==> config.mk <==
export PLATFORM = sky130hd
export DESIGN_NAME = gol_engine
export DESIGN_NICKNAME = d
export VERILOG_FILES = /design/src/rtl/gol_pkg.sv /design/src/rtl/gol_row_calc.sv /design/src/rtl/gol_engine.sv
export SDC_FILE = /design/constraint.sdc
export NUM_CORES = 1
export LEC_CHECK = 0
export CAP_MARGIN = 20
export CORE_UTILIZATION = 60
export CTS_BUF_LIST = sky130_fd_sc_hd__clkbuf_2
export DETAILED_ROUTE_END_ITERATION = 8
export GPL_TIMING_DRIVEN = 0
export PLACE_DENSITY = 0.85
export SETUP_SLACK_MARGIN = 0.4
export SLEW_MARGIN = 20
export SYNTH_ARGS = -nofsm -noshare
export SYNTH_HDL_FRONTEND = slang
export SYNTH_HIERARCHICAL = 1
export SYNTH_SLANG_ARGS = --single-unit
==> constraint.sdc <==
create_clock -name clka -period 12.2 [get_ports clka]
set_input_delay 3.05 -clock clka [delete_from_list [all_inputs] [get_ports clka]]
set_output_delay 3.05 -clock clka [all_outputs]
set_load 0.1 [all_outputs]
==> src/rtl/gol_pkg.sv <==
// ============================================================================
// gol_pkg : shared mode encodings, FSM state type and the Life rule function
// Revision: 1.0
// ============================================================================
`default_nettype none

package gol_pkg;

    localparam logic [1:0] MODE_IDLE    = 2'b00;
    localparam logic [1:0] MODE_PROGRAM = 2'b01;
    localparam logic [1:0] MODE_RUN     = 2'b10;
    localparam logic [1:0] MODE_PAUSE   = 2'b11;

    typedef enum logic [1:0] {
        S_WAIT   = 2'd0,
        S_CALC   = 2'd1,
        S_COMMIT = 2'd2
    } state_t;

    // Survive on 2 or 3 neighbours, birth on exactly 3.
    function automatic logic next_cell(input logic [3:0] count, input logic alive);
        if (alive) begin
            return (count == 4'd2) || (count == 4'd3);
        end
        return (count == 4'd3);
    endfunction

endpackage

`default_nettype wire

==> src/rtl/gol_row_calc.sv <==
// ============================================================================
// gol_row_calc : combinational next-state of one grid row from its neighbours
// Horizontal wrap-around is enabled by GOL_TORUS_EN.
// Revision: 1.0
// ============================================================================
`default_nettype none

module gol_row_calc
    import gol_pkg::*;
#(
    parameter int COLS = 7
) (
    input  logic [COLS-1:0] i_above,
    input  logic [COLS-1:0] i_cur,
    input  logic [COLS-1:0] i_below,
    input  logic            i_above_vld,
    input  logic            i_below_vld,
    output logic [COLS-1:0] o_next
);

    logic [COLS-1:0] w_a;
    logic [COLS-1:0] w_b;

    assign w_a = i_above & {COLS{i_above_vld}};
    assign w_b = i_below & {COLS{i_below_vld}};

    for (genvar c = 0; c < COLS; c++) begin : g_col
        localparam int CL = (c == 0)        ? COLS - 1 : c - 1;
        localparam int CR = (c == COLS - 1) ? 0        : c + 1;
`ifdef GOL_TORUS_EN
        localparam logic LV = 1'b1;
        localparam logic RV = 1'b1;
`else
        // Left/right neighbours beyond the grid edge count as dead.
        localparam logic LV = (c != 0);
        localparam logic RV = (c != COLS - 1);
`endif
        logic [3:0] w_cnt;

        assign w_cnt = {3'b000, w_a[CL] & LV} + {3'b000, w_a[c]} + {3'b000, w_a[CR] & RV}
                     + {3'b000, i_cur[CL] & LV}                  + {3'b000, i_cur[CR] & RV}
                     + {3'b000, w_b[CL] & LV} + {3'b000, w_b[c]} + {3'b000, w_b[CR] & RV};

        assign o_next[c] = next_cell(w_cnt, i_cur[c]);
    end

endmodule

`default_nettype wire

==> src/rtl/gol_engine.sv <==
// ============================================================================
// gol_engine : ROWS x COLS Game-of-Life engine, row-serial with atomic commit
// Optional toroidal edges via GOL_TORUS_EN.
// Revision: 1.0
// ============================================================================
`default_nettype none

module gol_engine
    import gol_pkg::*;
#(
    parameter  int ROWS  = 7,
    parameter  int COLS  = 7,
    parameter  int GEN_W = 16,
    localparam int N     = ROWS * COLS,
    localparam int IDX_W = $clog2(N),
    localparam int ROW_W = $clog2(ROWS)
) (
    input  logic             clka,
    input  logic             rst,
    input  logic [1:0]       mode,
    input  logic             btn0,
    input  logic             btn1,
    input  logic             step,
    output logic [N-1:0]     grid_out,
    output logic [IDX_W-1:0] cursor,
    output logic             busy,
    output logic             gen_done,
    output logic             stable,
    output logic [GEN_W-1:0] gen_count
);

    localparam logic [ROW_W-1:0] LAST_ROW = ROW_W'(ROWS - 1);
    localparam logic [ROW_W-1:0] ROW_ONE  = ROW_W'(1);
    localparam logic [IDX_W-1:0] LAST_IDX = IDX_W'(N - 1);
    localparam logic [IDX_W-1:0] IDX_ONE  = IDX_W'(1);

    state_t           r_state;
    logic [ROW_W-1:0] r_row;
    logic [N-1:0]     r_grid;
    logic [N-1:0]     r_shadow;
    logic [IDX_W-1:0] r_cursor;
    logic             r_busy;
    logic             r_gen_done;
    logic             r_stable;
    logic [GEN_W-1:0] r_gen_count;

    logic [ROW_W-1:0] w_row_up;
    logic [ROW_W-1:0] w_row_dn;
    logic             w_above_vld;
    logic             w_below_vld;
    logic [COLS-1:0]  w_above;
    logic [COLS-1:0]  w_cur;
    logic [COLS-1:0]  w_below;
    logic [COLS-1:0]  w_next_row;
    logic [N-1:0]     w_commit;

    always_comb begin
        w_row_up = (r_row == '0)       ? LAST_ROW : r_row - ROW_ONE;
        w_row_dn = (r_row == LAST_ROW) ? '0       : r_row + ROW_ONE;
`ifdef GOL_TORUS_EN
        w_above_vld = 1'b1;
        w_below_vld = 1'b1;
`else
        w_above_vld = (r_row != '0);
        w_below_vld = (r_row != LAST_ROW);
`endif
    end

    assign w_above = r_grid[int'(w_row_up) * COLS +: COLS];
    assign w_cur   = r_grid[int'(r_row)    * COLS +: COLS];
    assign w_below = r_grid[int'(w_row_dn) * COLS +: COLS];

    gol_row_calc #(
        .COLS (COLS)
    ) u_row_calc (
        .i_above     (w_above),
        .i_cur       (w_cur),
        .i_below     (w_below),
        .i_above_vld (w_above_vld),
        .i_below_vld (w_below_vld),
        .o_next      (w_next_row)
    );

    // The last row is merged in directly so grid_out changes on the same edge
    // that raises gen_done; a consumer sampling on gen_done sees the new grid.
    always_comb begin
        w_commit = r_shadow;
        w_commit[(ROWS - 1) * COLS +: COLS] = w_next_row;
    end

    always_ff @(posedge clka or posedge rst) begin
        if (rst) begin
            r_state     <= S_WAIT;
            r_row       <= '0;
            r_grid      <= '0;
            r_shadow    <= '0;
            r_cursor    <= '0;
            r_busy      <= 1'b0;
            r_gen_done  <= 1'b0;
            r_stable    <= 1'b0;
            r_gen_count <= '0;
        end else begin
            r_gen_done <= 1'b0;
            case (mode)
                MODE_IDLE: begin
                    r_state     <= S_WAIT;
                    r_busy      <= 1'b0;
                    r_grid      <= '0;
                    r_cursor    <= '0;
                    r_gen_count <= '0;
                    r_stable    <= 1'b0;
                end
                MODE_PROGRAM: begin
                    r_state <= S_WAIT;
                    r_busy  <= 1'b0;
                    if (btn0 ^ btn1) begin
                        r_grid[r_cursor] <= btn1;
                        r_cursor         <= (r_cursor == LAST_IDX) ? '0 : r_cursor + IDX_ONE;
                    end
                end
                MODE_RUN: begin
                    case (r_state)
                        S_WAIT: begin
                            if (step) begin
                                r_state <= S_CALC;
                                r_row   <= '0;
                                r_busy  <= 1'b1;
                            end
                        end
                        S_CALC: begin
                            r_shadow[int'(r_row) * COLS +: COLS] <= w_next_row;
                            if (r_row == LAST_ROW) begin
                                r_grid      <= w_commit;
                                r_stable    <= (w_commit == r_grid);
                                r_gen_count <= r_gen_count + GEN_W'(1);
                                r_gen_done  <= 1'b1;
                                r_busy      <= 1'b0;
                                r_state     <= S_COMMIT;
                            end else begin
                                r_row <= r_row + ROW_ONE;
                            end
                        end
                        S_COMMIT: begin
                            r_state <= S_WAIT;
                        end
                        default: begin
                            r_state <= S_WAIT;
                            r_busy  <= 1'b0;
                        end
                    endcase
                end
                default: begin
                    // Pause freezes an in-flight calculation; a finished commit retires.
                    if (r_state == S_COMMIT) begin
                        r_state <= S_WAIT;
                    end
                end
            endcase
        end
    end

    assign grid_out  = r_grid;
    assign cursor    = r_cursor;
    assign busy      = r_busy;
    assign gen_done  = r_gen_done;
    assign stable    = r_stable;
    assign gen_count = r_gen_count;

endmodule

`default_nettype wire

* Word-level counts from Yosys, hierarchy flattened
Index checks and enable logic that the tools add are counted.
Word-level totals: bits in registers 128, bits of input ports 7, word-level logic and storage cells 180
Cells by class: $add $sub $neg 47, multipliers 3, $lt $le $gt $ge 2, eq/ne operators 30, shift operators 5, mux-type cells 55, bitwise operators 3, reduce and logical (&&, ||, !) cells 26
Operator list (number):
- two-way mux 49 bit | 3
- one-hot mux 49 bit (3 select lines) | 1
- adder 4 x 1 -> 4 bit | 35
- bitwise mux 49 bit | 2
- indexed part select 49 x 7 -> 7 bit | 2
- == test 4 x 2 -> 1 bit (second input constant) | 14
- == test 49 bit | 1
- variable shift 7 x 33 -> 49 bit (first input constant) | 1
- indexed part select 49 x 32 -> 7 bit | 1
- indexed part select 7 x 33 -> 49 bit | 1
- negation 6 -> 33 bit | 1
- two-way mux 16 bit | 2
- one-hot mux 16 bit (2 select lines) | 1
- two-way mux 1 bit | 29
- multiplier 3 x 3 -> 6 bit (second input constant) | 3
- adder 16 x 1 -> 16 bit (second input constant) | 1
- AND 7 bit | 2
- adder 1 x 1 -> 2 bit | 6
- two-way mux 3 bit | 4
- two-way mux 6 bit | 2
- one-hot mux 6 bit (2 select lines) | 1
- AND reduction 4 bit | 3
- inequality test 2 bit (second input constant) | 5
- inequality test 3 bit (second input constant) | 3
- other kinds (27) | 47

* Longest topological paths before layout
Gate-level depths: netlist of run 1.
word-level depth 20, depth in mapped cells 25, gate-level depth less buffers 22

* Hierarchy
The synthesis of run 1 kept the hierarchy.
By module, submodules not included:
- gol_engine | times used 1, cells an instance 895, area each 8189.1 um^2, seq. area each 3027.9 um^2
- gol_row_calc | times used 1, cells an instance 117, area each 1042.2 um^2, seq. area each 0.0 um^2

* Worst setup path after synthesis of run 1
No wires, ideal clock.
path kind register -> register, start point register r_row[1], end point register r_stable (netlist: stable), setup time 0.069 ns, data arrival time 5.798 ns, data required time 12.131 ns, path slack 6.333 ns, cell stages (with the launch flop) 23, buffers on the path 3, cells stage by stage dfrtp_1 -> buf_1 -> inv_1 -> ha_1 -> ha_1 -> clkbuf_1 -> clkbuf_1 -> a221oi_1 -> a21oi_1 -> nand2_1 -> fa_1 -> inv_1 -> fa_1 -> fa_1 -> ha_1 -> fa_1 -> or2_0 -> a21oi_1 -> xor2_1 -> nor4_1 -> nand2_1 -> nor4_1 -> a22o_1
Between the ends: cells in the longest elaborated chain, start to end 20, elaborated cells on any way between the ends 106
Ends and longest elaborated chain:
- start: declaration | line gol_engine.sv:38 | logic [ROW_W-1:0] r_row;
- start signal: assignment | line gol_engine.sv:140 | r_row <= r_row + ROW_ONE;
- subtractor 3 x 1 -> 3 bit or logical NOT 3 bit (tied branches) | line gol_engine.sv:58 | w_row_up = (r_row == '0) ? LAST_ROW : r_row - ROW_ONE;
- two-way mux 3 bit (*) | line gol_engine.sv:58
- multiplier 3 x 3 -> 6 bit (*) | line gol_engine.sv:69 | assign w_above = r_grid[int'(w_row_up) * COLS +: COLS];
- indexed part select 49 x 7 -> 7 bit (*) | line gol_engine.sv:69
- named net w_above[2] | line gol_engine.sv:51 | logic [COLS-1:0] w_above;
- AND 7 bit (*) | line gol_row_calc.sv:24 | assign w_a = i_above & {COLS{i_above_vld}};
- adder 1 x 1 -> 2 bit (*) | line gol_row_calc.sv:40 | assign w_cnt = {3'b000, w_a[CL] & LV} + {3'b000, w_a[c]} + {3'b000, w_a[CR] & RV}
- adder 4 x 1 -> 4 bit (*) | line gol_row_calc.sv:40
- [... 6 more ...]
- logical OR 1 bit | line gol_pkg.sv:23 | return (count == 4'd2) || (count == 4'd3);
- two-way mux 1 bit | line gol_pkg.sv:22 | if (alive) begin
- two-way mux 1 bit (*) | line gol_pkg.sv:25 | return (count == 4'd3);
- named net w_next_row[2] | line gol_engine.sv:54 | logic [COLS-1:0] w_next_row;
- == test 49 bit (*) | line gol_engine.sv:134 | r_stable <= (w_commit == r_grid);
- two-way mux 1 bit (*) | line gol_engine.sv:132 | if (r_row == LAST_ROW) begin
- two-way mux 1 bit (*) | line gol_engine.sv:122 | case (r_state)
- one-hot mux 1 bit (2 select lines) (*) | line gol_engine.sv:104 | case (mode)
- end signal: assignment | line gol_engine.sv:134
- end: declaration | line gol_engine.sv:44 | logic r_stable;
Mark *: on every way through the listed nets, which the timed path passes. The rest lies on a longest branch. The select of a mux whose other input is x is not followed. A chain may end at the register's enable or synchronous reset.

* Final worst setup path of run 1
Ends and elaborated chain as after synthesis.

==> impl_metrics.env, run 1 <==
export IMPL_worst_pin_slew_ns=1.29
export IMPL_grt_pass1_wl_um=49400
export IMPL_cp_required_ns=12.90
export IMPL_max_stage_delay_ns=1.00
export IMPL_run_status="completed"
export IMPL_slew_viol_final=0
export IMPL_async_flop_share=1.00
export IMPL_final_common_cell="nand2_1"
export IMPL_post_synth_num_cell_types=57
export IMPL_critPathKind="register to register"
export IMPL_io_pins=81
export IMPL_routed_via_density=6.74
export IMPL_first_pass_iters=6
export IMPL_place_ws_ns=4.63
export IMPL_synth_top_cell_area_share=0.328
export IMPL_fmax_ghz=0.128
export IMPL_track_usage=0.419
export IMPL_period_share=0.640
export IMPL_seq_area_frac_synth=0.328
export IMPL_synth_area_mm2=0.00923
export IMPL_ys_warn_count=6
export IMPL_skew_ns=0.0341
export IMPL_antenna_found_initial=0
export IMPL_avgSynthCellArea_um2=9.12
export IMPL_hold_viol_final=0
export IMPL_synth_edff_count=0
export IMPL_place_gp_congestion=1.01
export IMPL_synthTopCellsByArea="dfrtp_1, mux2_2, nand2_1"
export IMPL_yosysTopAreaCell="dfrtp_1"
export IMPL_clk_latency_ns=0.74
export IMPL_crit_chain="buf_1, inv_1, ha_1, ha_1, clkbuf_1, clkbuf_1, a221oi_1, a21oi_1, nand2_1, fa_1, inv_1, fa_1, fa_1, ha_1, fa_1, or2_0, a21oi_1, xor2_1, nor4_1, nand2_1, nor4_1, a22o_1"
export IMPL_overflow=0
export IMPL_io_buffers=80
export IMPL_postSynthCellCount=1012
export IMPL_drive_above_1_share=0.132
export IMPL_clk_pin_slew_ns=0.21
export IMPL_floorplan_rows=44
export IMPL_final_cell_mix="nand2_1, dfrtp_1, clkdlybuf4s50_1, o21ai_0, mux2_2"
export IMPL_post_cts_buffers=0
export IMPL_cellPowerDensity_mw_per_mm2=149
export IMPL_cp_arrival_ns=8.51
export IMPL_postRouteAntennaNets=0
export IMPL_clkSinkCount=121
export IMPL_tritoncts="done"
export IMPL_dpl_hpwl_um=23500
export IMPL_cts_made_buffers=17
export IMPL_grt_max_degree=63
export IMPL_synth_ff_type="dfrtp_1"
export IMPL_drtIter0Drc=1271
export IMPL_totalWireLength_um=32200
export IMPL_holdCritPathClass="register to register"
export IMPL_synth_nets=1073
export IMPL_dr_total_vias=8841
export IMPL_postCtsHoldBufs=0
export IMPL_fin_ws_ns=4.39
export IMPL_die_area_mm2=0.0159
export IMPL_crit_path_end_kind="register"
export IMPL_crit_path_start_kind="register"
export IMPL_initial_utilization=0.626
export IMPL_setup_tns_ns=0
export IMPL_clockBufferDepth=2
export IMPL_routedWlPerCell_um=24.5
export IMPL_cts_root_buffer="clkbuf_2"
export IMPL_cpMostUsedCell="fa_1"
export IMPL_cts_resized=0
export IMPL_setup_viol=0
export IMPL_drc_errors=0
export IMPL_grt_pass1_vias=8501
export IMPL_diodes=0
export IMPL_h_tree_depth=4
export IMPL_synth_seq_cells=121
export IMPL_cp_slowest_cell="a21oi_1"
export IMPL_die_x_um=126
export IMPL_fp_dieH_um=126
export IMPL_fin_crit_ns=7.81
export IMPL_leakagePower_nw=4.72
export IMPL_core_area_mm2=0.0148
export IMPL_slew_headroom=0.141
export IMPL_final_nets=1176
export IMPL_cap_violations=0
export IMPL_path_max_fanout=10
export IMPL_rsz0062_at_grt="no"
export IMPL_area_growth_pct=14.5
export IMPL_max_vdd_ir_drop_mv=0.0896
## worst paths after layout
kind,slack (ns),end,from,cells after the start
worst min register to register,0.56,gen_count[15],gen_count[15],2
worst max register to register,4.39,stable,r_row[1],22
min in group asynchronous,2.74,cursor[1],rst,2
worst max-delay path,4.39,stable,r_row[1],22
worst min-delay path,0.56,gen_count[15],gen_count[15],2
max in group asynchronous,8.74,grid_out[0],rst,3
## synthesized netlist by cell type, drive strengths merged, types with 4 or more instances
cell    count
nand2     151
nand4       9
a22o        9
or2         4
o221ai      7
xor2       51
nand3      21
a21oi      24
nor3b       8
inv        48
buf        24
nand3b      8
o31a        7
a221oi     13
dfrtp     121
mux2i      21
a222oi      7
nor2b       7
o21ai     102
xnor2      12
nor4       17
fa         24
clkbuf     35
a22oi      54
nor3        9
and2       12
mux4        9
nand2b      8
mux2       77
nor2       60
ha         30
## cell type report
class	instances	area, um^2
Multi-Input combinational cell	783	5780
Fill cell	1197	4190
Sequential cell	121	3030
Timing Repair Buffer	84	851
Buffer	59	254
Tap cell	184	230
Inverter	49	189
Clock inverter	14	148
Clock buffer	17	85.1
## worst max-delay path: cells and delay by family, from the launching register on
| family | cells | cell delay [ns] |
|---|---|---|
| compound gates | 4 | 1.50 |
| xor+xnor | 1 | 0.14 |
| fa+ha+maj | 7 | 2.61 |
| buf+inv | 5 | 1.84 |
| flops | 1 | 0.51 |
| simple gates | 5 | 1.14 |
## per-layer routing
metal / share of wire / GRT usage
met4: 0.066 / 0.276
met3: 0.11 / 0.0977
met1: 0.40 / 0.561
met2: 0.43 / 0.609
met5: 0 / 0
## state kept, by name (all words and copies together) (netlist names)
register,count
r_shadow,42
r_state,2
busy,1
cursor,6
grid_out,49
stable,1
gen_count,16
r_row,3
gen_done,1
## kinds of logic after synthesis
| group | Yosys count | synth area share |
|---|---|---|
| and+or+nand+nor | 326 | 0.171 |
| DFF | 121 | 0.328 |
| muxes | 107 | 0.139 |
| AOI/OAI and AO/OA | 233 | 0.162 |
| buffers and inverters | 108 | 0.0474 |
| xor gates and xnor gates | 63 | 0.0598 |
| adders and majority gates | 54 | 0.0927 |
## power breakdown
group,total (mW),switching [mW],leakage (nW),internal [mW]
logic,0.839,0.567,2.89,0.272
clock network,0.265,0.171,0.143,0.0946
registers,0.472,0.0454,1.68,0.426
total,1.58,0.783,4.72,0.793
## per-stage QoR
step | hold slack (ns) | total power [mW] | util | cells | cell area, um^2
after floorplan | 0.490 | 1.01 | - | 1012 | 9230
after global placement | 0.506 | 1.24 | 0.696 | 1276 | 10300
after detailed placement | 0.519 | 1.28 | 0.700 | 1280 | 10300
after CTS | 0.558 | 1.54 | 0.716 | 1311 | 10600
after global routing | 0.591 | 1.66 | 0.716 | 1311 | 10600
final | 0.561 | 1.58 | 0.716 | 1311 | 10600
Power figures use the tool's default switching activity.
==> inputs of run 2 (changes only) <==
==> constraint.sdc (replaced) <==
create_clock -name clka -period 7.65 [get_ports clka]
set_input_delay 1.9125 -clock clka [delete_from_list [all_inputs] [get_ports clka]]
set_output_delay 1.9125 -clock clka [all_outputs]
set_load 0.1 [all_outputs]
==> run 2 against run 1 <==
Via count down 0.84%; critical path depth up 2; clock skew up 0.0026 ns; register-to-register slack worse by 3.6 ns; largest power group unchanged; sequential power up 59%; maximum frequency up 13%; largest cell class unchanged; final cell count unchanged; combinational power up 62%; sequential share of layout area down 0.11 points; hold slack about the same; clock power up 59%; sequential cell count unchanged.
==> impl_metrics.env, run 2 (synthesis gave the netlist of run 1 again) <==
export IMPL_run_status="completed"
export IMPL_crit_path_start_kind="register"
export IMPL_worst_pin_slew_ns=1.05
export IMPL_place_area_mm2=0.0103
export IMPL_nFillCells=1188
export IMPL_die_x_um=126
export IMPL_final_cell_mix="nand2_1, dfrtp_1, clkdlybuf4s50_1, o21ai_0, mux2_2"
export IMPL_path_buf_inv=7
export IMPL_cap_violations=0
export IMPL_track_usage=0.419
export IMPL_crit_path_end_kind="register"
export IMPL_hold_viol_final=0
export IMPL_postRouteAntennaNets=0
export IMPL_max_vdd_ir_drop_mv=0.163
export IMPL_postCtsHoldBufs=0
export IMPL_final_common_cell="nand2_1"
export IMPL_path_delay_family="adder cells"
export IMPL_rsz0062_at_grt="no"
export IMPL_dpl_hpwl_um=23500
export IMPL_cts_made_buffers=17
export IMPL_drtIter0Drc=1182
export IMPL_slew_viol_final=0
export IMPL_slew_headroom=0.292
export IMPL_cellPowerDensity_mw_per_mm2=239
export IMPL_post_cts_buffers=0
export IMPL_multiInputGateArea_mm2=0.00582
export IMPL_place_gp_congestion=1.01
export IMPL_critPathKind="register to register"
export IMPL_cpMostUsedCell="fa_1"
export IMPL_io_buffers=80
export IMPL_worst_hold_slack_ns=0.560
export IMPL_grt_pass1_wl_um=49500
export IMPL_reg2reg_slack_ns=0.75
export IMPL_finalPower_mw=2.53
export IMPL_fin_area_mm2=0.0106
export IMPL_max_stage_delay_ns=0.59
export IMPL_die_area_mm2=0.0159
export IMPL_clk_latency_ns=0.75
export IMPL_grt_max_degree=63
export IMPL_cts_root_buffer="clkbuf_2"
export IMPL_setup_viol=0
export IMPL_clkSinkCount=121
export IMPL_fmax_ghz=0.145
export IMPL_seq_area_mm2=0.00303
export IMPL_io_pins=81
export IMPL_core_area_mm2=0.0148
export IMPL_routedWlPerCell_um=24.4
export IMPL_totalWireLength_um=32000
export IMPL_leakagePower_nw=4.73
export IMPL_cp_required_ns=8.36
export IMPL_grt_pass1_vias=8500
export IMPL_antenna_found_initial=0
export IMPL_cp_slowest_cell="nor4_1"
export IMPL_period_share=0.901
export IMPL_clockBufferDepth=2
export IMPL_area_growth_pct=14.9
export IMPL_overflow=0
export IMPL_holdCritPathClass="register to register"
export IMPL_fin_crit_ns=6.90
export IMPL_clk_pin_slew_ns=0.22
export IMPL_post_route_util=0.719
export IMPL_final_nets=1176
export IMPL_dr_total_vias=8767
export IMPL_diodes=0
export IMPL_first_pass_iters=7
export IMPL_initial_utilization=0.626
export IMPL_drive_above_1_share=0.138
export IMPL_path_max_fanout=11
export IMPL_largest_register_ffs=49
export IMPL_skew_ns=0.0367
export IMPL_floorplan_rows=44
export IMPL_fp_dieH_um=126
export IMPL_h_tree_depth=4
export IMPL_drc_errors=0
export IMPL_crit_chain="buf_2, inv_1, clkbuf_2, ha_1, inv_1, clkbuf_1, buf_2, nor2_1, a22oi_1, a21oi_1, nand2_1, fa_1, inv_1, fa_1, fa_1, ha_1, fa_1, or2_0, a21oi_4, xor2_1, nor4_1, nand4_1, nor4_1, a22o_1"
export IMPL_routed_via_density=6.69
export IMPL_cts_resized=4
export IMPL_setup_tns_ns=0
export IMPL_cp_arrival_ns=7.61
export IMPL_tritoncts="done"
[run 2: cell types whose count changed in the layout (fill, tap and decap cells not counted), sizes merged]
| cell | before | now |
|---|---|---|
| buf | 28 | 27 |
| clkbuf | 52 | 53 |
[run 2: worst reg2reg max path, cell delays in order, from the launching register on]
cell,delay [ns]
dfrtp_1,0.44
buf_2,0.25
inv_1,0.14
clkbuf_2,0.25
ha_1,0.39
inv_1,0.08
clkbuf_1,0.38
buf_2,0.35
nor2_1,0.14
a22oi_1,0.25
a21oi_1,0.10
nand2_1,0.13
fa_1,0.43
inv_1,0.09
fa_1,0.44
fa_1,0.46
ha_1,0.24
fa_1,0.38
or2_0,0.25
a21oi_4,0.42
xor2_1,0.13
nor4_1,0.59
nand4_1,0.16
nor4_1,0.22
a22o_1,0.17
[run 2: area by class of cell]
cell class,count,area share
timing repair buffer,84,0.0802
buffer,59,0.0243
tap,184,0.0217
sequential,121,0.285
multi-input combinational,783,0.549
clock inverter,14,0.0139
inverter,49,0.0178
clock buffer,17,0.00802
[run 2: metrics by stage]
| step | setup slack (ns) | instances |
|---|---|---|
| 2_1_floorplan | 1.78 | 1012 |
| 3_3_place_gp | 0.0948 | 1276 |
| 3_5_place_dp | 0.0797 | 1280 |
| 4_1_cts | 0.411 | 1311 |
| 5_1_grt | 0.463 | 1311 |
| 6_report | 0.755 | 1311 |
[run 2: report_power, final]
part / switching (mW) / internal (mW)
logic: 0.912 / 0.449
registers: 0.0717 / 0.680
clock network: 0.270 / 0.151
total: 1.25 / 1.28
[run 2: path summary, 6_finish.rpt]
| path | from | end | depth (start not counted) |
|---|---|---|---|
| max | r_row[0] | stable | 24 |
| min | gen_count[15] | gen_count[15] | 2 |
| max reg2reg | r_row[0] | stable | 24 |
| min reg2reg | gen_count[15] | gen_count[15] | 2 |
| max in group asynchronous | rst | r_shadow[2] | 3 |
| min in group asynchronous | rst | grid_out[41] | 2 |
[run 2: metal layers]
metal | wire [um] | GRT usage | vias to the layer above
met5 | 0 | 0 | -
met4 | 2040 | 0.275 | 0
met3 | 3280 | 0.0896 | 158
met2 | 13900 | 0.615 | 594
met1 | 12900 | 0.560 | 4194
li1 | - | - | 3821
==> inputs of run 3 (changes only) <==
--- a/config.mk
+++ b/config.mk
@@ -8,6 +8,7 @@
 export CAP_MARGIN = 20
 export CORE_UTILIZATION = 60
 export CTS_BUF_LIST = sky130_fd_sc_hd__clkbuf_2
+export CTS_CLUSTER_SIZE = 30
 export DETAILED_ROUTE_END_ITERATION = 8
 export GPL_TIMING_DRIVEN = 0
 export PLACE_DENSITY = 0.85
==> results of run 3 <==
No change in the layout: final DEF, timing and power equal those of run 2.
